`config.mk`:
```
export PLATFORM = sky130hd
export DESIGN_NAME = adma_atx_wrr_sched
export DESIGN_NICKNAME = d
export VERILOG_FILES = /design/src/rtl/adma_pkg.sv /design/src/rtl/adma_rr_pick.sv /design/src/rtl/adma_atx_wrr_sched.sv
export SDC_FILE = /design/constraint.sdc
export NUM_CORES = 1
export LEC_CHECK = 0
export BUFFER_PORTS_ARGS = -buffer_cell sky130_fd_sc_hd__buf_4
export CELL_PAD_IN_SITES_DETAIL_PLACEMENT = 0
export CELL_PAD_IN_SITES_GLOBAL_PLACEMENT = 1
export CORE_AREA = 4 4 176 178
export CTS_BUF_LIST = sky130_fd_sc_hd__clkbuf_4
export CTS_CLUSTER_SIZE = 14
export DETAILED_ROUTE_END_ITERATION = 6
export DIE_AREA = 0 0 180 182
export GPL_TIMING_DRIVEN = 0
export HOLD_SLACK_MARGIN = 0.15
export PLACE_DENSITY = 0.67
export SLEW_MARGIN = 20
export SYNTH_ARGS = -nofsm -noshare
export SYNTH_HDL_FRONTEND = slang
export SYNTH_SLANG_ARGS = --single-unit
```
`constraint.sdc`:
```
create_clock -name clk -period 4.8 [get_ports clk]
set_input_delay 0.48 -clock clk [delete_from_list [all_inputs] [get_ports clk]]
set_output_delay 0.48 -clock clk [all_outputs]
set_load 0.05 [all_outputs]
```
`src/rtl/adma_pkg.sv`:
```
// Shared types for the ADMA AXI transaction scheduler: the packed AR/AW
// descriptor layout and the per-decision arbitration state.
package adma_pkg;

    localparam int ATX_ID_W    = 4;
    localparam int ATX_ADDR_W  = 32;
    localparam int ATX_LEN_W   = 4;
    localparam int ATX_BURST_W = 2;

    // One AXI address-channel request (AR or AW).
    typedef struct packed {
        logic [ATX_ID_W-1:0]    id;
        logic [ATX_ADDR_W-1:0]  addr;
        logic [ATX_LEN_W-1:0]   len;
        logic [ATX_BURST_W-1:0] burst;
    } atx_chan_t;

    // Full per-channel descriptor: read side followed by write side.
    typedef struct packed {
        atx_chan_t ar;
        atx_chan_t aw;
    } atx_desc_t;

    localparam int ATX_DESC_W = $bits(atx_desc_t);

    // HOLD: the current channel keeps priority for this grant.
    // ADVANCE: priority moves to the next valid channel.
    typedef enum logic {
        ARB_HOLD    = 1'b0,
        ARB_ADVANCE = 1'b1
    } arb_state_e;

endpackage

```
`src/rtl/adma_rr_pick.sv`:
```
// Combinational first-valid search starting at start_i and wrapping at N-1.
module adma_rr_pick #(
    parameter int N = 4,
    parameter int W = $clog2(N)
) (
    input  logic [N-1:0] vld_i,
    input  logic [W-1:0] start_i,
    output logic [W-1:0] winner_o,
    output logic         any_vld_o
);

    int         idx_int;
    logic [W-1:0] idx_s;

    // Walk start_i, start_i+1, ... modulo N and keep the first valid index
    always_comb begin
        winner_o  = start_i;
        any_vld_o = 1'b0;
        idx_int   = 0;
        idx_s     = start_i;
        for (int i = 0; i < N; i++) begin
            idx_int = int'(start_i) + i;
            if (idx_int >= N) begin
                idx_int = idx_int - N;
            end else begin
                idx_int = idx_int;
            end
            idx_s = W'(idx_int);
            if (!any_vld_o && vld_i[idx_s]) begin
                winner_o  = idx_s;
                any_vld_o = 1'b1;
            end else begin
                any_vld_o = any_vld_o;
            end
        end
    end

endmodule

```
`src/rtl/adma_atx_wrr_sched.sv`:
```
// Weighted round-robin scheduler forwarding per-channel AXI descriptors
// through a single output register slice with an outstanding-count limit.
// Build option: ADMA_ATX_WRR_EN selects weighted turns (credit per channel
// turn bounded by chn_arb_rate); when undefined, plain round-robin.
module adma_atx_wrr_sched
    import adma_pkg::*;
#(
    parameter int DMA_CHN_NUM   = 4,
    parameter int DMA_CHN_ARB_W = 3,
    parameter int ATX_INFO_W    = 84,
    parameter int MAX_OUTST     = 4,
    parameter int DMA_CHN_NUM_W = $clog2(DMA_CHN_NUM)
) (
    input  logic                                      clk,
    input  logic                                      rst_n,
    input  logic [ATX_INFO_W-1:0]                     req_info [0:DMA_CHN_NUM-1],
    input  logic [DMA_CHN_NUM-1:0]                    req_vld,
    output logic [DMA_CHN_NUM-1:0]                    req_rdy,
    input  logic [DMA_CHN_NUM-1:0][DMA_CHN_ARB_W-1:0] chn_arb_rate,
    output logic [DMA_CHN_NUM_W-1:0]                  fwd_chn_id,
    output logic [ATX_INFO_W-1:0]                     fwd_info,
    output logic                                      fwd_vld,
    input  logic                                      fwd_rdy,
    input  logic                                      atx_done,
    output logic [7:0]                                outst_cnt
);

    localparam logic [DMA_CHN_NUM_W-1:0] LAST_CHN    = DMA_CHN_NUM_W'(DMA_CHN_NUM - 1);
    localparam logic [7:0]               OUTST_LIMIT = 8'(MAX_OUTST);

    // Next channel index with wrap, valid for non-power-of-two counts.
    function automatic logic [DMA_CHN_NUM_W-1:0] chn_inc(input logic [DMA_CHN_NUM_W-1:0] c);
        chn_inc = (c == LAST_CHN) ? {DMA_CHN_NUM_W{1'b0}} : c + DMA_CHN_NUM_W'(1'b1);
    endfunction

    logic                     run_q;
    logic [DMA_CHN_NUM_W-1:0] cur_chn_q, cur_chn_d;
    logic                     fwd_vld_q;
    logic [ATX_INFO_W-1:0]    fwd_info_q;
    logic [DMA_CHN_NUM_W-1:0] fwd_chn_q;
    logic [7:0]               outst_q, outst_d;
    logic [DMA_CHN_NUM_W-1:0] start_s, pick_s, winner_s;
    logic                     any_vld_s, slot_free_s, grant_s, done_eff_s;

    adma_rr_pick #(
        .N (DMA_CHN_NUM),
        .W (DMA_CHN_NUM_W)
    ) u_pick (
        .vld_i     (req_vld),
        .start_i   (start_s),
        .winner_o  (pick_s),
        .any_vld_o (any_vld_s)
    );

    // The slot can take a new descriptor when empty or draining this cycle;
    // run_q keeps the first edge after reset release grant-free.
    assign slot_free_s = !fwd_vld_q || fwd_rdy;
    assign grant_s     = run_q && slot_free_s && (outst_q < OUTST_LIMIT) && any_vld_s;
    assign done_eff_s  = atx_done && (outst_q != 8'd0);

`ifdef ADMA_ATX_WRR_EN
    logic [DMA_CHN_ARB_W-1:0] credit_q, credit_d, rate_s, eff_rate_s;
    arb_state_e               arb_st_s;

    // A programmed rate of 0 still allows one grant per turn.
    assign rate_s     = chn_arb_rate[cur_chn_q];
    assign eff_rate_s = (rate_s == {DMA_CHN_ARB_W{1'b0}}) ? DMA_CHN_ARB_W'(1'b1) : rate_s;
    assign arb_st_s   = (req_vld[cur_chn_q] && (credit_q < eff_rate_s)) ? ARB_HOLD : ARB_ADVANCE;
    assign start_s    = chn_inc(cur_chn_q);
    assign winner_s   = (arb_st_s == ARB_HOLD) ? cur_chn_q : pick_s;

    // Turn bookkeeping: extend the current turn or hand it to the winner
    always_comb begin
        cur_chn_d = cur_chn_q;
        credit_d  = credit_q;
        if (grant_s) begin
            case (arb_st_s)
                ARB_HOLD: begin
                    if (credit_q != {DMA_CHN_ARB_W{1'b1}}) begin
                        credit_d = credit_q + DMA_CHN_ARB_W'(1'b1);
                    end else begin
                        credit_d = credit_q;
                    end
                end
                ARB_ADVANCE: begin
                    cur_chn_d = winner_s;
                    credit_d  = DMA_CHN_ARB_W'(1'b1);
                end
                default: begin
                    cur_chn_d = cur_chn_q;
                    credit_d  = credit_q;
                end
            endcase
        end else begin
            cur_chn_d = cur_chn_q;
            credit_d  = credit_q;
        end
    end

    // Credit counter for the channel owning the current turn
    always_ff @(posedge clk or negedge rst_n) begin
        if (!rst_n) begin
            credit_q <= {DMA_CHN_ARB_W{1'b0}};
        end else begin
            credit_q <= credit_d;
        end
    end
`else
    logic unused_rate_s;

    // Plain round-robin: cur_chn is the search start, moved past each winner.
    assign unused_rate_s = ^chn_arb_rate;
    assign start_s       = cur_chn_q;
    assign winner_s      = pick_s;

    // Search pointer advances to the channel after the last winner
    always_comb begin
        cur_chn_d = cur_chn_q;
        if (grant_s) begin
            cur_chn_d = chn_inc(winner_s);
        end else begin
            cur_chn_d = cur_chn_q;
        end
    end
`endif

    // One-hot accept toward the granted channel
    always_comb begin
        req_rdy = {DMA_CHN_NUM{1'b0}};
        if (grant_s) begin
            req_rdy[winner_s] = 1'b1;
        end else begin
            req_rdy = {DMA_CHN_NUM{1'b0}};
        end
    end

    // Outstanding count: grant and completion in the same cycle cancel out
    always_comb begin
        outst_d = outst_q;
        case ({grant_s, done_eff_s})
            2'b10:   outst_d = outst_q + 8'd1;
            2'b01:   outst_d = outst_q - 8'd1;
            default: outst_d = outst_q;
        endcase
    end

    // Arbitration pointer, outstanding count and post-reset grant enable
    always_ff @(posedge clk or negedge rst_n) begin
        if (!rst_n) begin
            run_q     <= 1'b0;
            cur_chn_q <= {DMA_CHN_NUM_W{1'b0}};
            outst_q   <= 8'd0;
        end else begin
            run_q     <= 1'b1;
            cur_chn_q <= cur_chn_d;
            outst_q   <= outst_d;
        end
    end

    // Output slice: load on grant, empty on accept, hold under backpressure
    always_ff @(posedge clk or negedge rst_n) begin
        if (!rst_n) begin
            fwd_vld_q  <= 1'b0;
            fwd_info_q <= {ATX_INFO_W{1'b0}};
            fwd_chn_q  <= {DMA_CHN_NUM_W{1'b0}};
        end else if (grant_s) begin
            fwd_vld_q  <= 1'b1;
            fwd_info_q <= req_info[winner_s];
            fwd_chn_q  <= winner_s;
        end else if (fwd_rdy) begin
            fwd_vld_q  <= 1'b0;
        end else begin
            fwd_vld_q  <= fwd_vld_q;
        end
    end

    assign fwd_vld    = fwd_vld_q;
    assign fwd_info   = fwd_info_q;
    assign fwd_chn_id = fwd_chn_q;
    assign outst_cnt  = outst_q;

endmodule

```
## Word level (Yosys, flattened, before mapping)

Index checks and enable logic that the tools add are counted.

- Flip-flop bits (word level): 98
- Bits of input ports: 356
- Output and inout port bits: 99
- Logic and storage cells: 78

- Add/subtract/negate cells: 10
- Order comparisons: 12
- Equal/unequal tests: 3
- Multiplexer cells: 30
- Bitwise logic cells: 1
- Reductions and logical operators: 16

Operators with widths:

| operator | number |
|---|---|
| binary-select mux 84 bit (select 2 bit) | 1 |
| two-way mux 84 bit | 2 |
| two-way mux 2 bit | 9 |
| one-hot mux 8 bit (2 select lines) | 1 |
| less-than comparator 2 x 3 -> 1 bit (second input constant) | 5 |
| >= comparator 3 bit (second input constant) | 4 |
| two-way mux 1 bit | 11 |
| adder 8 x 1 -> 8 bit (second input constant) | 1 |
| binary-select mux 1 bit (select 2 bit) | 4 |
| logical AND 1 bit | 8 |
| less-than comparator 8 x 3 -> 1 bit (second input constant) | 1 |
| nonzero test 8 bit | 1 |
| subtractor 2 x 1 -> 2 bit (second input constant) | 4 |
| subtractor 8 x 1 -> 8 bit (second input constant) | 1 |
| adder 2 x 2 -> 3 bit (second input constant) | 2 |
| == test 2 bit (second input constant) | 2 |
| logical NOT 1 bit | 4 |
| two-way mux 4 bit | 1 |
| nonzero test 2 bit | 2 |
| adder 2 x 1 -> 3 bit (second input constant) | 1 |
| >= comparator 2 x 3 -> 1 bit (second input constant) | 1 |
| inverter 2 -> 3 bit | 1 |
| adder 2 x 1 -> 2 bit (second input constant) | 1 |
| demux 1 bit (select 2 bit) | 1 |
| 3 further kinds | 3 |

## Longest topological paths before layout

Gate-level depths: netlist (run 1).

- Depth in word-level cells: 19
- Mapped depth: 13
- Depth with buffers taken out: 12

## By module

A second synthesis (run 1) with hierarchy kept.

- Cells, all modules: 394
- Area total of the unflattened synthesis: 6174.7 um2

By module, submodules not included:

| module | instances | cells each | area each (um2) | sequential area each (um2) |
|---|---|---|---|---|
| adma_atx_wrr_sched | 1 | 378 | 6078.3 | 2452.4 |
| adma_rr_pick | 1 | 16 | 96.3 | 0.0 |

## Worst setup path before layout (run 1)

Ideal clock, no wire load.

- Path kind: reg2reg
- Start point: register outst_q[5] (netlist: outst_cnt[5])
- End point: register outst_q[7] (netlist: outst_cnt[7])
- Library setup time: 0.086 ns
- Arrival: 3.193 ns
- Required time: 4.714 ns
- Slack: 1.521 ns
- Cell stages (with the launch flop): 13
- Buffers on the path: 1
- Period minus slack after synthesis: 3.279 ns
- Cells stage by stage: dfrtp_1 > nor4_1 > nand2_1 > nor3_4 > inv_2 > clkbuf_1 > ha_1 > ha_1 > a211oi_1 > o21ai_0 > a31o_2 > o21a_1 > nor3_1

- Word-level cells in the longest chain between the ends: 5
- Elaborated cells on any way between the ends: 11
- Classes of those cells: add/sub: 2; order compare: 1; eq/ne: 2; mux: 1; reduce/logical: 5

RTL lines:

| what | line | text |
|---|---|---|
| from (decl) | adma_atx_wrr_sched.sv:41 | `logic [7:0] outst_q, outst_d;` |
| from (signal assigned) | adma_atx_wrr_sched.sv:156 | `outst_q <= outst_d;` |
| less-than comparator 8 x 3 -> 1 bit | adma_atx_wrr_sched.sv:58 | `assign grant_s = run_q && slot_free_s && (outst_q < OUTST_LIMIT) && any_vld_s;` |
| logical AND 1 bit (2 in a row) | adma_atx_wrr_sched.sv:58 |  |
| == test 2 x 1 -> 1 bit or == test 2 bit (tied branches) | adma_atx_wrr_sched.sv:140 | `case ({grant_s, done_eff_s})` |
| one-hot mux 8 bit (2 select lines) or nonzero test 2 bit (tied branches) | n/a |  |

Several ways; a longest one is shown, not always the timed one.
A chain may end at the register's enable or synchronous reset.

## Final worst setup path (run 1)

- Start point: register outst_q[7] (netlist: outst_cnt[7])
- End point: register outst_q[7] (netlist: outst_cnt[7])

The elaborated chain is that of the path after synthesis.

==> metrics.txt, run 1 <==
status=finished, final reports clean; Worst-Skew Late Latency=0.48 ns; startpoint type of the worst setup path=flip-flop; Worst R2R Start=outst_cnt[7]$_DFFE_PN0P_; area grow syn2layout=64.59%; post-route ant nets=0; critical path required time=5.21 ns; GR Util All Layers=0.1652; Clk Tree Root Cell=clkbuf_4; Final Hold Viols=0; Die Footprint=0.03276 mm²; Static Leak=5.233 nW; Syn Inst Count=583; I/O pins=455; period utilization=0.8092; Synth cell types=44; R2R Setup Slk=0.92 ns; vias in the first global route=6,937; first-pass detailed-route iteration total=6; vias per inst=4.573; initial drt markers=285; Multi-input gate area=0.003383 mm²; post-synth top area cell=dfrtp_1; CP Capture Type=flip-flop; Congestion Overflow GR=0; initial antenna violation count=2; post-synthesis sequential area ratio=0.3986; Post-DP HPWL=22.87 mm; Switch Pwr=0.003049 W; row count=63; post-synthesis register bit count=98; clock power share=0.076; maximum vdd ir drop=0.2786 mV; worst-margin pin slew=0.8412 ns; initial core utilization=0.2092; Layout Nets=1,406; drt wl/cell=19.90 µm; Crit Path Class=flip-flop to flip-flop; max_cap viols=0; synthesized area per cell=10.55 µm²; worst min path class=input port to flip-flop; Fin Hold WS=0.2838 ns; count of buffers from port buffering=442; final slew viol count=0; largest net degree at the start of global routing=99; Sw Share=0.5269; DRC viols=0; Post-Layout Cell Count=1,435; Min Clock Period, post-route=3.884 ns; Max Fanout on Critical Path=11; GPL Wtd Cong=0.8716; Worst Reg-to-Reg Cells=12; Int Pwr=0.002738 W; cts bufs inserted=9; H-tree depth=3; fmax=257.5 MHz; routed via count=6,562; Synth Cell Area=0.006152 mm²; Net Count, Synth=951; DIE HEIGHT=182 µm; core area=0.02940 mm²; final WL=28.56 mm; Reg clk slew, reported paths=0.17 ns; # fillers=3,066; Area contributors post-synth=dfrtp_1 40%, mux2i_1 27%, o221ai_1 12%; CTS tree=done; CP Data Arrival Time=4.29 ns; worst hold stages=3; final setup violating endpoints=0; Slew HR=0.4392; wire length of the first global-routing pass=42.15 mm; number of synthesis warnings=0; Setup Skew=0.02370 ns; Yosys top cell area share=0.3986; RSZ-0062 raised after global routing=false; Placed Cells incl. Taps=1,415; sequential share of power=0.251; setup TNS=0 ns; Worst Min Path Start=fwd_rdy; Seq. cell area=0.002452 mm²; origin of the worst setup path=outst_cnt[7]$_DFFE_PN0P_; CTS Sinks=98; combinational share of power=0.673; PD cells=571.5 mW/mm²; layout cell share with drive strength beyond 1=0.4765; Die Wd=180 µm; maximum clock path buffer count=2
## routing by layer
| metal | vias up | GRT usage | wire (µm) |
|---|---|---|---|
| met3 | 32 | 0.05028 | 2189 |
| met2 | 302 | 0.2822 | 14050 |
| li1 | 3128 | - | - |
| met5 | - | 0 | 0 |
| met4 | 0 | 0.04419 | 570 |
| met1 | 3100 | 0.2031 | 11750 |
## critical path, stage by stage, from the launching register on
cell and delay (ns):
dfrtp_1 0.50, nor4_1 0.31, nand2_1 0.16, nor3_4 0.40
inv_2 0.24, clkbuf_1 0.35, ha_1 0.46, ha_1 0.35
a211oi_1 0.29, o21ai_0 0.18, a31o_2 0.28, o21a_1 0.10
nor3_1 0.18
## registers in the layout (all words and copies together) (netlist names)
signal,cells
fwd_chn_id,2
cur_chn_q,2
run_q,1
fwd_vld,1
outst_cnt,8
fwd_info,84
## cells in the final DEF, fill, tap and decap left out, types with 2 or more instances in the layout
cell        n
a211oi_1    2
a21oi_1     3
and2_1      4
buf_2      19
buf_4     441
buf_6      12
clkbuf_1   17
clkbuf_4   11
clkinv_4    2
dfrtp_1    98
diode_2     2
ha_1       11
inv_1       7
inv_2       2
mux2i_1   168
nand2_1   101
nand2b_1    2
nand3_1     2
nor2_1      4
nor2b_1     4
nor3_1      3
nor4_1      2
o211ai_1    2
o21a_1      3
o21ai_0    11
o221ai_1   84
xor2_1      2
## cell usage after synthesis (all sizes together)
master and number:
mux2i 168, nand2 102, a21boi 1, dfrtp 98, a2bb2oi 1, ha 11, o41ai 1, xor2 2
or2 1, a211oi 2, nor2b 4, buf 30, xnor2 1, a21oi 3, nor4b 1, nand3b 1
nor2 4, o211ai 2, nor3b 1, a21o 1, clkbuf 17, o221a 1, nand2b 2, conb 1
inv 9, nand3 2, o31a 1, o221ai 84, and3b 1, o21a 3, nor3 4, a211o 1
nor4 2, o21ai 12, fa 1, o31ai 1, a31o 1, o32a 1, and2 4
## kinds of logic (layout without fill, tap and decap cells)
group	Yosys count	count (layout)	share of synthesized area
AOI/OAI and AO/OA	116	116	0.1558
xor gates and xnor gates	3	3	0.004272
adders and majority gates	12	12	0.02563
buffers and inverters	56	516	0.05146
DFF	98	98	0.3986
muxes	168	168	0.2733
other	1	3	0.0006095
and+or+nand+nor	129	129	0.09030
## through the flow
step,util,total power (W),worst slack (ns),cell area [µm²]
5_1_grt,0.3444,0.006168,0.5856,10130
3_5_place_dp,0.3388,0.005411,0.6491,9962
6_report,0.3444,0.005787,0.9160,10130
4_1_cts,0.3433,0.005872,0.8577,10090
3_3_place_gp,0.3387,0.005393,0.7156,9958
2_1_floorplan,-,0.004074,1.521,6152
## final cells by class
class                           count  area share
Antenna cell                        2   0.0004943
Clock inverter                      5    0.003830
Clock buffer                       11    0.008155
Inverter                            9    0.003336
Buffer                             47     0.02793
Timing Repair Buffer              444      0.3318
Sequential cell                    98      0.2422
Tap cell                          390     0.04819
Multi-Input combinational cell    429      0.3341
## repair_timing
item | in CTS | in global routing
hold buffers | 1 | 0
buffers inserted | 0 | 0
resized for setup | 0 | 0
endpoints found under the hold margin | 83 | 0
## power groups by stage
| stage | clock [W] | sequential (W) | combinational (W) |
|---|---|---|---|
| 5_1_grt | 0.000504 | 0.00150 | 0.00417 |
| 2_1_floorplan | 0 | 0.00269 | 0.00138 |
| 4_1_cts | 0.000471 | 0.00145 | 0.00395 |
| 3_3_place_gp | 0 | 0.00145 | 0.00394 |
| 3_5_place_dp | 0 | 0.00146 | 0.00395 |
| 6_report | 0.000440 | 0.00145 | 0.00390 |
## path summary, 6_finish.rpt
path / endpoint
setup reg to reg: outst_cnt[7]$_DFFE_PN0P_
setup / recovery: outst_cnt[7]$_DFFE_PN0P_
hold / removal: fwd_vld$_DFFE_PN0P_
hold reg to reg: fwd_info[37]$_DFFE_PN0P_
min in group asynchronous: fwd_info[2]$_DFFE_PN0P_
max in group asynchronous: fwd_info[39]$_DFFE_PN0P_
No activity file was read; power rests on OpenSTA's default activity.
==> inputs of run 2 (changes only) <==
- ABC_AREA: not set -> 1
- CORE_AREA: 4 4 176 178 -> not set
- CORE_MARGIN: not set -> 4
- CORE_UTILIZATION: not set -> 26
- DIE_AREA: 0 0 180 182 -> not set
- PLACE_DENSITY: 0.67 -> 0.84
- clock period: 4.8 -> 3.3 ns (I/O delays scaled with it)
==> metrics.txt, run 2 <==
status=finished, final reports clean (unchanged); commonest register cell after synthesis=dfrtp_1 (unchanged); vias per inst=4.600 (was 4.573); Congestion Overflow GR=0 (unchanged); Seq. cell area=0.002452 mm² (unchanged); Max Fanout on Critical Path=11 (unchanged); Net Count, Synth=1,692 (was 951); RSZ-0062 raised after global routing=true (was false); max_cap viols=0 (unchanged); Worst-Skew Late Latency=0.48 ns (about the same); final slew viol count=0 (unchanged); final setup violating endpoints=0 (unchanged); maximum clock path buffer count=2 (unchanged); initial drt markers=512 (was 285); commonest non-fill, non-tap cell in the layout=nand2_1 (was buf_4); vias in the first global route=10,350 (was 6,937); post-synthesis sequential area ratio=0.3193 (was 0.3986); slowest stage delay, CP=0.55 ns (was 0.50 ns); Synth Cell Area=0.007680 mm² (was 0.006152 mm²); Buf+Inv Stages, Crit Path=7 (was 2); Min Clock Period, post-route=3.119 ns (was 3.884 ns); fmax=320.6 MHz (was 257.5 MHz); period utilization=0.9452 (was 0.8092); count of buffers from port buffering=442 (unchanged); crit-path cells=buf_4 -> inv_6 -> nand2_1 -> nand2_2 -> nand2_1 -> nand2_2 -> nand4_4 -> nand2_8 -> nand2_4 -> buf_12 -> inv_8 -> buf_8 -> nand2_1 -> nand2_1 -> dlygate4sd3_1 -> nand2_1 -> nand3_1 -> dlygate4sd3_1 (was nor4_1 -> nand2_1 -> nor3_4 -> inv_2 -> clkbuf_1 -> ha_1 -> ha_1 -> a211oi_1 -> o21ai_0 -> a31o_2 -> o21a_1 -> nor3_1); max reg flops=84 (unchanged); DIE HEIGHT=179.9 µm (was 182 µm); Util after Layout=0.4274 (was 0.3444); Multi-input gate area=0.004723 mm² (was 0.003383 mm²); post-route ant nets=0 (unchanged); Layout Nets=2,207 (was 1,406); Final Hold Viols=0 (unchanged); core area=0.02894 mm² (was 0.02940 mm²); synth cell count leaders=887 x nand2_1, 163 x nand3_1, 98 x dfrtp_1, 42 x buf_2, 24 x inv_1 (was 168 x mux2i_1, 101 x nand2_1, 98 x dfrtp_1, 84 x o221ai_1, 19 x buf_2); worst-margin pin slew=0.9651 ns (was 0.8412 ns); PD cells=1187 mW/mm² (was 571.5 mW/mm²); maximum vdd ir drop=0.4208 mV (was 0.2786 mV); I/O pins=455 (unchanged); routed via count=10,250 (was 6,562); initial core utilization=0.2654 (was 0.2092); diodes inserted=0 (was 2); CP max stage cell=dlygate4sd3_1 (was dfrtp_1); Reg clk slew, reported paths=0.16 ns (was 0.17 ns); first-pass detailed-route iteration total=5 (was 6); Area contributors post-synth=nand2_1 43%, dfrtp_1 32%, nand3_1 11% (was dfrtp_1 40%, mux2i_1 27%, o221ai_1 12%); layout cell share with drive strength beyond 1=0.3017 (was 0.4765); CP Data Arrival Time=3.54 ns (was 4.29 ns); Post-DP HPWL=30.12 mm (was 22.87 mm); row count=62 (was 63); most frequent CP cell=nand2_1 (was ha_1); worst min path class=input port to flip-flop (unchanged); Synth cell types=33 (was 44); drt wl/cell=16.96 µm (was 19.90 µm); cts bufs inserted=9 (unchanged); Static Leak=7.344 nW (was 5.233 nW); CP Capture Type=flip-flop (unchanged); area grow syn2layout=61.03% (was 64.59%); Die Footprint=0.03235 mm² (was 0.03276 mm²); Final Total Pwr=0.01468 W (was 0.005787 W); Crit Path Class=flip-flop to flip-flop (unchanged); post-synth top area cell=nand2_1 (was dfrtp_1); Area after DPL=0.01148 mm² (was 0.009962 mm²); CTS tree=done (unchanged); setup TNS=0 ns (unchanged); DRC viols=0 (unchanged); critical path required time=3.72 ns (was 5.21 ns); GR Util All Layers=0.2232 (was 0.1652); Die Wd=179.9 µm (was 180 µm); CTS Sinks=98 (unchanged); Yosys top cell area share=0.4335 (was 0.3986); number of synthesis warnings=0 (unchanged); initial antenna violation count=0 (was 2); Slew HR=0.3566 (was 0.4392); Top Family by Delay on Critical Path=buffers and inverters (was simple AND/OR/NAND/NOR gates); Clk Tree Root Cell=clkbuf_4 (unchanged); # fillers=3,116 (was 3,066); most frequent cells in the layout=882 x nand2_1, 457 x buf_4, 162 x nand3_1 (was 441 x buf_4, 168 x mux2i_1, 101 x nand2_1); number of flops mapped to enable cells by yosys=0 (unchanged); startpoint type of the worst setup path=flip-flop (unchanged); largest net degree at the start of global routing=99 (unchanged); Post-synth ARST share=1.000 (unchanged); post-route cell area=0.01237 mm² (was 0.01013 mm²); Setup Skew=0.02328 ns (was 0.02370 ns); H-tree depth=3 (unchanged); final WL=37.77 mm (was 28.56 mm); count leader, synth=nand2_1 (was mux2i_1); wire length of the first global-routing pass=57.40 mm (was 42.15 mm); synthesized area per cell=5.801 µm² (was 10.55 µm²); Syn Inst Count=1,324 (was 583); post-synthesis register bit count=98 (unchanged); GPL Wtd Cong=0.9095 (was 0.8716)
-- run 2: cell count changes after synthesis, sizes merged, moves of 3 or more --
cell    delta
nand4      +6
o21ai      -3
o221ai    -84
nor2       +6
mux2i    -168
nor2b      -4
nand3    +161
nor3       -3
nand2    +795
and2       -4
inv       +19
buf       +40
-- run 2: worst paths after layout --
kind	start	endpoint	slack [ns]	cells past startpoint
max	cur_chn_q[1]$_DFFE_PN0P_	fwd_info[30]$_DFFE_PN0P_	0.18	18
min	req_info[272]	fwd_info[20]$_DFFE_PN0P_	0.20	5
max reg2reg	cur_chn_q[1]$_DFFE_PN0P_	fwd_info[30]$_DFFE_PN0P_	0.18	18
min reg2reg	fwd_info[54]$_DFFE_PN0P_	fwd_info[54]$_DFFE_PN0P_	0.50	2
max in group asynchronous	rst_n	fwd_info[59]$_DFFE_PN0P_	2.11	2
min in group asynchronous	rst_n	fwd_info[14]$_DFFE_PN0P_	0.51	2
-- run 2: cell type report --
cell class                 count  area share
multi-input combinational   1112      0.3819
timing repair buffer         507      0.3222
sequential                    98      0.1983
buffer                        82     0.03996
tap                          384     0.03885
inverter                      29     0.01002
clock buffer                  10    0.006070
clock inverter                 5    0.002631
-- run 2: cells by family (layout without fill, tap and decap cells) --
| group | after synthesis | after routing | share of synthesized area |
|---|---|---|---|
| AO/OA/AOI/OAI | 19 | 19 | 0.01352 |
| XOR/XNOR | 3 | 3 | 0.003422 |
| adder cells (fa/ha/maj) | 12 | 12 | 0.02053 |
| buffers and inverters | 114 | 633 | 0.07657 |
| flip-flops | 98 | 98 | 0.3193 |
| other | 1 | 1 | 0.0004883 |
| AND/OR/NAND/NOR | 1077 | 1077 | 0.5661 |
-- run 2: worst min-delay path, delay by kind of cell --
| family | cells | cell delay [ns] |
|---|---|---|
| simple gates | 4 | 0.22 |
| buf+inv | 1 | 0.08 |
-- run 2: routing by layer --
| layer | part of all wire | wire length [µm] | track usage | up-vias |
|---|---|---|---|---|
| met2 | 0.48 | 18260 | 0.3952 | 405 |
| met5 | 0 | 0 | 0 | - |
| met1 | 0.41 | 15630 | 0.2691 | 4664 |
| met4 | 0.031 | 1152 | 0.07193 | 0 |
| met3 | 0.072 | 2721 | 0.04931 | 52 |
| li1 | - | - | - | 5124 |
-- run 2: power breakdown --
group	leakage, nW	internal, W	switching, W
logic	6.01	0.00404	0.00798
clock network	0.0559	0.000157	0.000445
registers	1.28	0.00172	0.000342
total	7.34	0.00592	0.00876
-- run 2: repair_timing --
item / in CTS / in global routing
hold buffers: 52 / 0
resized for setup: 20 / 17
cloned: 0 / 1
endpoints found under the hold margin: 116 / 0
setup endpoints to repair: 11 / 13
pin swaps: 3 / 6
setup buffers: 3 / 9
-- run 2: metrics by stage --
| step | std cells | setup WS, ns | hold WS, ns |
|---|---|---|---|
| floorplan | 1324 | 0.2315 | 0.03441 |
| global placement | 2150 | -0.5919 | 0.4637 |
| detailed placement | 2150 | -0.6393 | 0.4657 |
| CTS | 2218 | 0.004892 | 0.1574 |
| global route | 2227 | -0.0007541 | 0.1772 |
| finish | 2227 | 0.1808 | 0.1971 |
==> inputs of run 3 (changes only) <==
- CORE_AREA: not set -> 4 4 173 175
- CORE_MARGIN: 4 -> not set
- CORE_UTILIZATION: 26 -> not set
- DIE_AREA: not set -> 0 0 177 179
- PLACE_DENSITY: 0.84 -> 0.8
- REMOVE_ABC_BUFFERS: not set -> 1
- SYNTH_HIERARCHICAL: not set -> 1
==> metrics.txt, run 3 <==
status=finished, final reports clean (unchanged); GPL Wtd Cong=0.7909 (was 0.9095); Yosys top cell area share=0.3584 (was 0.4335); post-synthesis sequential area ratio=0.3584 (was 0.3193); Switch Pwr=0.008853 W (was 0.008764 W); Int Pwr=0.006328 W (was 0.005916 W); post-synth top area cell=dfrtp_1 (was nand2_1); Die Footprint=0.03168 mm² (was 0.03235 mm²); row count=62 (unchanged); CTS tree=done (unchanged); clock power share=0.042 (was 0.041); I/O pins=455 (unchanged); critical path required time=2.97 ns (was 3.72 ns); Synth Cell Area=0.006842 mm² (was 0.007680 mm²); max_cap viols=0 (unchanged); H-tree depth=3 (unchanged); slowest stage delay, CP=0.49 ns (was 0.55 ns); sequential share of power=0.141 (was 0.140); DIE HEIGHT=179 µm (was 179.9 µm); Area contributors post-synth=dfrtp_1 36%, nand2_1 18%, o21ai_0 12% (was nand2_1 43%, dfrtp_1 32%, nand3_1 11%); most frequent cells in the layout=457 x buf_4, 320 x nand2_1, 166 x o21ai_0 (was 882 x nand2_1, 457 x buf_4, 162 x nand3_1); Die Wd=177 µm (was 179.9 µm); synth cell count leaders=324 x nand2_1, 166 x o21ai_0, 153 x nor2_1, 98 x dfrtp_1, 86 x o22ai_1 (was 887 x nand2_1, 163 x nand3_1, 98 x dfrtp_1, 42 x buf_2, 24 x inv_1); Layout Nets=1,817 (was 2,207); maximum clock path buffer count=2 (unchanged); final setup margin=0.2180 ns (was 0.1808 ns); core area=0.02847 mm² (was 0.02894 mm²); post-synthesis register bit count=98 (unchanged); combinational share of power=0.817 (was 0.818); Post-synth ARST share=1.000 (unchanged); R2R Setup Slk=0.35 ns (was 0.18 ns); final slew viol count=0 (unchanged); count of buffers from port buffering=442 (unchanged); synthesized area per cell=6.701 µm² (was 5.801 µm²); commonest register cell after synthesis=dfrtp_1 (unchanged); first-pass detailed-route iteration total=5 (unchanged); routed via count=8,658 (was 10,250); Reg clk slew, reported paths=0.19 ns (was 0.16 ns); worst min path class=input port to flip-flop (unchanged); Fin Hold WS=0.2064 ns (was 0.1971 ns); post-route ant nets=0 (unchanged); vias in the first global route=8,379 (was 10,350); Static Leak=5.803 nW (was 7.344 nW); Crit Path Class=flip-flop to output port (was flip-flop to flip-flop); area grow syn2layout=64.25% (was 61.03%); Final Hold Viols=0 (unchanged); Max Fanout on Critical Path=14 (was 11); vias per inst=4.711 (was 4.600); pre-CTS setup slack=-0.6210 ns (was -0.6393 ns); Syn Inst Count=1,021 (was 1,324); fmax=324.5 MHz (was 320.6 MHz); Min Clock Period, post-route=3.082 ns (was 3.119 ns); Top Family by Delay on Critical Path=buffers and inverters (unchanged); PD cells=1351 mW/mm² (was 1187 mW/mm²); number of flops mapped to enable cells by yosys=0 (unchanged); Setup Skew=0.03905 ns (was 0.02328 ns); layout cell share with drive strength beyond 1=0.3824 (was 0.3017); crit-path cells=buf_4 -> nand2_1 -> nand2_2 -> nand2_2 -> nand2_2 -> a21oi_4 -> nand3_4 -> o21ai_4 -> buf_16 -> buf_16 -> clkinv_16 -> ha_1 -> inv_1 -> nor2_1 -> buf_6 (was buf_4 -> inv_6 -> nand2_1 -> nand2_2 -> nand2_1 -> nand2_2 -> nand4_4 -> nand2_8 -> nand2_4 -> buf_12 -> inv_8 -> buf_8 -> nand2_1 -> nand2_1 -> dlygate4sd3_1 -> nand2_1 -> nand3_1 -> dlygate4sd3_1); Clk Tree Root Cell=clkbuf_4 (unchanged); max reg flops=84 (unchanged); most frequent CP cell=nand2_2 (was nand2_1); initial antenna violation count=2 (was 0); CP Data Arrival Time=2.75 ns (was 3.54 ns); count leader, synth=nand2_1 (unchanged); Post-DP HPWL=22.59 mm (was 30.12 mm); worst-margin pin slew=0.9855 ns (was 0.9651 ns); CP max stage cell=dfrtp_2 (was dlygate4sd3_1); initial drt markers=367 (was 512); CTS Sinks=98 (unchanged); Congestion Overflow GR=0 (unchanged); drt wl/cell=18.79 µm (was 16.96 µm); commonest non-fill, non-tap cell in the layout=buf_4 (was nand2_1); startpoint type of the worst setup path=flip-flop (unchanged); wire length of the first global-routing pass=48.25 mm (was 57.40 mm); DRC viols=0 (unchanged); period utilization=0.9339 (was 0.9452); largest net degree at the start of global routing=99 (unchanged); RSZ-0062 raised after global routing=false (was true); GR Util All Layers=0.1975 (was 0.2232); CP Capture Type=output port (was flip-flop); final setup violating endpoints=0 (unchanged); maximum vdd ir drop=0.7432 mV (was 0.4208 mV); Worst-Skew Late Latency=0.48 ns (about the same); Slew HR=0.3430 (was 0.3566); Sw Share=0.5831 (was 0.5970); number of synthesis warnings=6 (was 0); final WL=34.53 mm (was 37.77 mm); initial core utilization=0.2403 (was 0.2654); Buf+Inv Stages, Crit Path=6 (was 7); diodes inserted=0 (unchanged); cts bufs inserted=9 (unchanged); Synth cell types=37 (was 33)
-- run 3: cell types whose count changed after synthesis, moves of 3 or more --
| cell | previous run | this run |
|---|---|---|
| buf_1 | 9 | 4 |
| buf_2 | 42 | 11 |
| buf_4 | 11 | 8 |
| buf_6 | 7 | 13 |
| clkbuf_1 | 15 | 35 |
| nand2_1 | 887 | 324 |
| nand3_1 | 163 | 15 |
| nor2_1 | 7 | 153 |
| nor2_2 | 1 | 27 |
| o21ai_0 | 9 | 166 |
| o21ai_1 | 0 | 8 |
| o22ai_1 | 2 | 86 |
-- run 3: worst paths after layout --
path                                          start                  endpoint  depth (start not counted)
max                        cur_chn_q[0]$_DFFE_PN0P_                req_rdy[2]                         15
min                                   req_info[296]  fwd_info[44]$_DFFE_PN0P_                          5
max reg2reg                cur_chn_q[0]$_DFFE_PN0P_  outst_cnt[4]$_DFFE_PN0P_                         16
min reg2reg                fwd_info[29]$_DFFE_PN0P_  fwd_info[29]$_DFFE_PN0P_                          2
max in group asynchronous                     rst_n  cur_chn_q[0]$_DFFE_PN0P_                          2
min in group asynchronous                     rst_n  fwd_info[75]$_DFFE_PN0P_                          2
-- run 3: what timing repair did --
action,CTS,global route
buffers inserted,14,6
gates cloned,9,4
gates resized for setup,20,11
hold buffers,5,0
endpoints found under the hold margin,102,0
pin swaps,7,7
setup endpoints to repair,77,9
-- run 3: metal layers --
layer,wire length (µm),up-vias,part of all wire,GRT usage
met3,2434,20,0.070,0.05082
met5,13,-,0.00038,0
met4,400,2,0.012,0.04191
met1,14470,4081,0.42,0.2424
met2,17210,323,0.50,0.3501
li1,-,4232,-,-
-- run 3: area by class of cell --
class                           count  area (µm²)
Timing Repair inverter              5       46.29
Clock inverter                      5       38.79
Inverter                           30       182.7
Tap cell                          384       480.5
Clock buffer                       11       82.58
Sequential cell                    98        2455
Timing Repair Buffer              485        4041
Fill cell                        3030       17230
Multi-Input combinational cell    820        3910
-- run 3: worst min-delay path, delay by kind of cell --
| family | cells | cell delay (ns) |
|---|---|---|
| simple gates | 3 | 0.16 |
| buf+inv | 1 | 0.08 |
| compound gates | 1 | 0.11 |
-- run 3: logic make-up (layout without fill, tap and decap cells) --
logic type / count (synthesis) / in the layout / share of synthesized area
flops: 98 / 98 / 0.3584
other cells: 1 / 1 / 0.0005481
simple gates: 535 / 536 / 0.3158
fa+ha+maj: 12 / 12 / 0.02304
buf+inv: 105 / 536 / 0.08595
xor+xnor: 3 / 3 / 0.003841
compound gates: 267 / 268 / 0.2123
-- run 3: per-stage QoR --
step | util | power (W) | instance area (µm²) | setup TNS (ns) | std cells
finish | 0.3947 | 0.01518 | 11240 | 0 | 1838
global route | 0.3947 | 0.01635 | 11240 | 0 | 1838
CTS | 0.3896 | 0.01500 | 11090 | 0 | 1829
detailed placement | 0.3703 | 0.01294 | 10540 | -21.03 | 1785
global placement | 0.3571 | 0.007970 | 10170 | -1167.10 | 1772
floorplan | - | 0.007498 | 6369 | -540.04 | 946
-- run 3: power groups by stage --
stage / logic [W] / registers [W] / clock network, W
after floorplan: 0.00347 / 0.00402 / 0
after global placement: 0.00602 / 0.00195 / 0
after detailed placement: 0.0108 / 0.00216 / 0
after CTS: 0.0122 / 0.00214 / 0.000688
after global routing: 0.0134 / 0.00222 / 0.000723
final: 0.0124 / 0.00214 / 0.000642
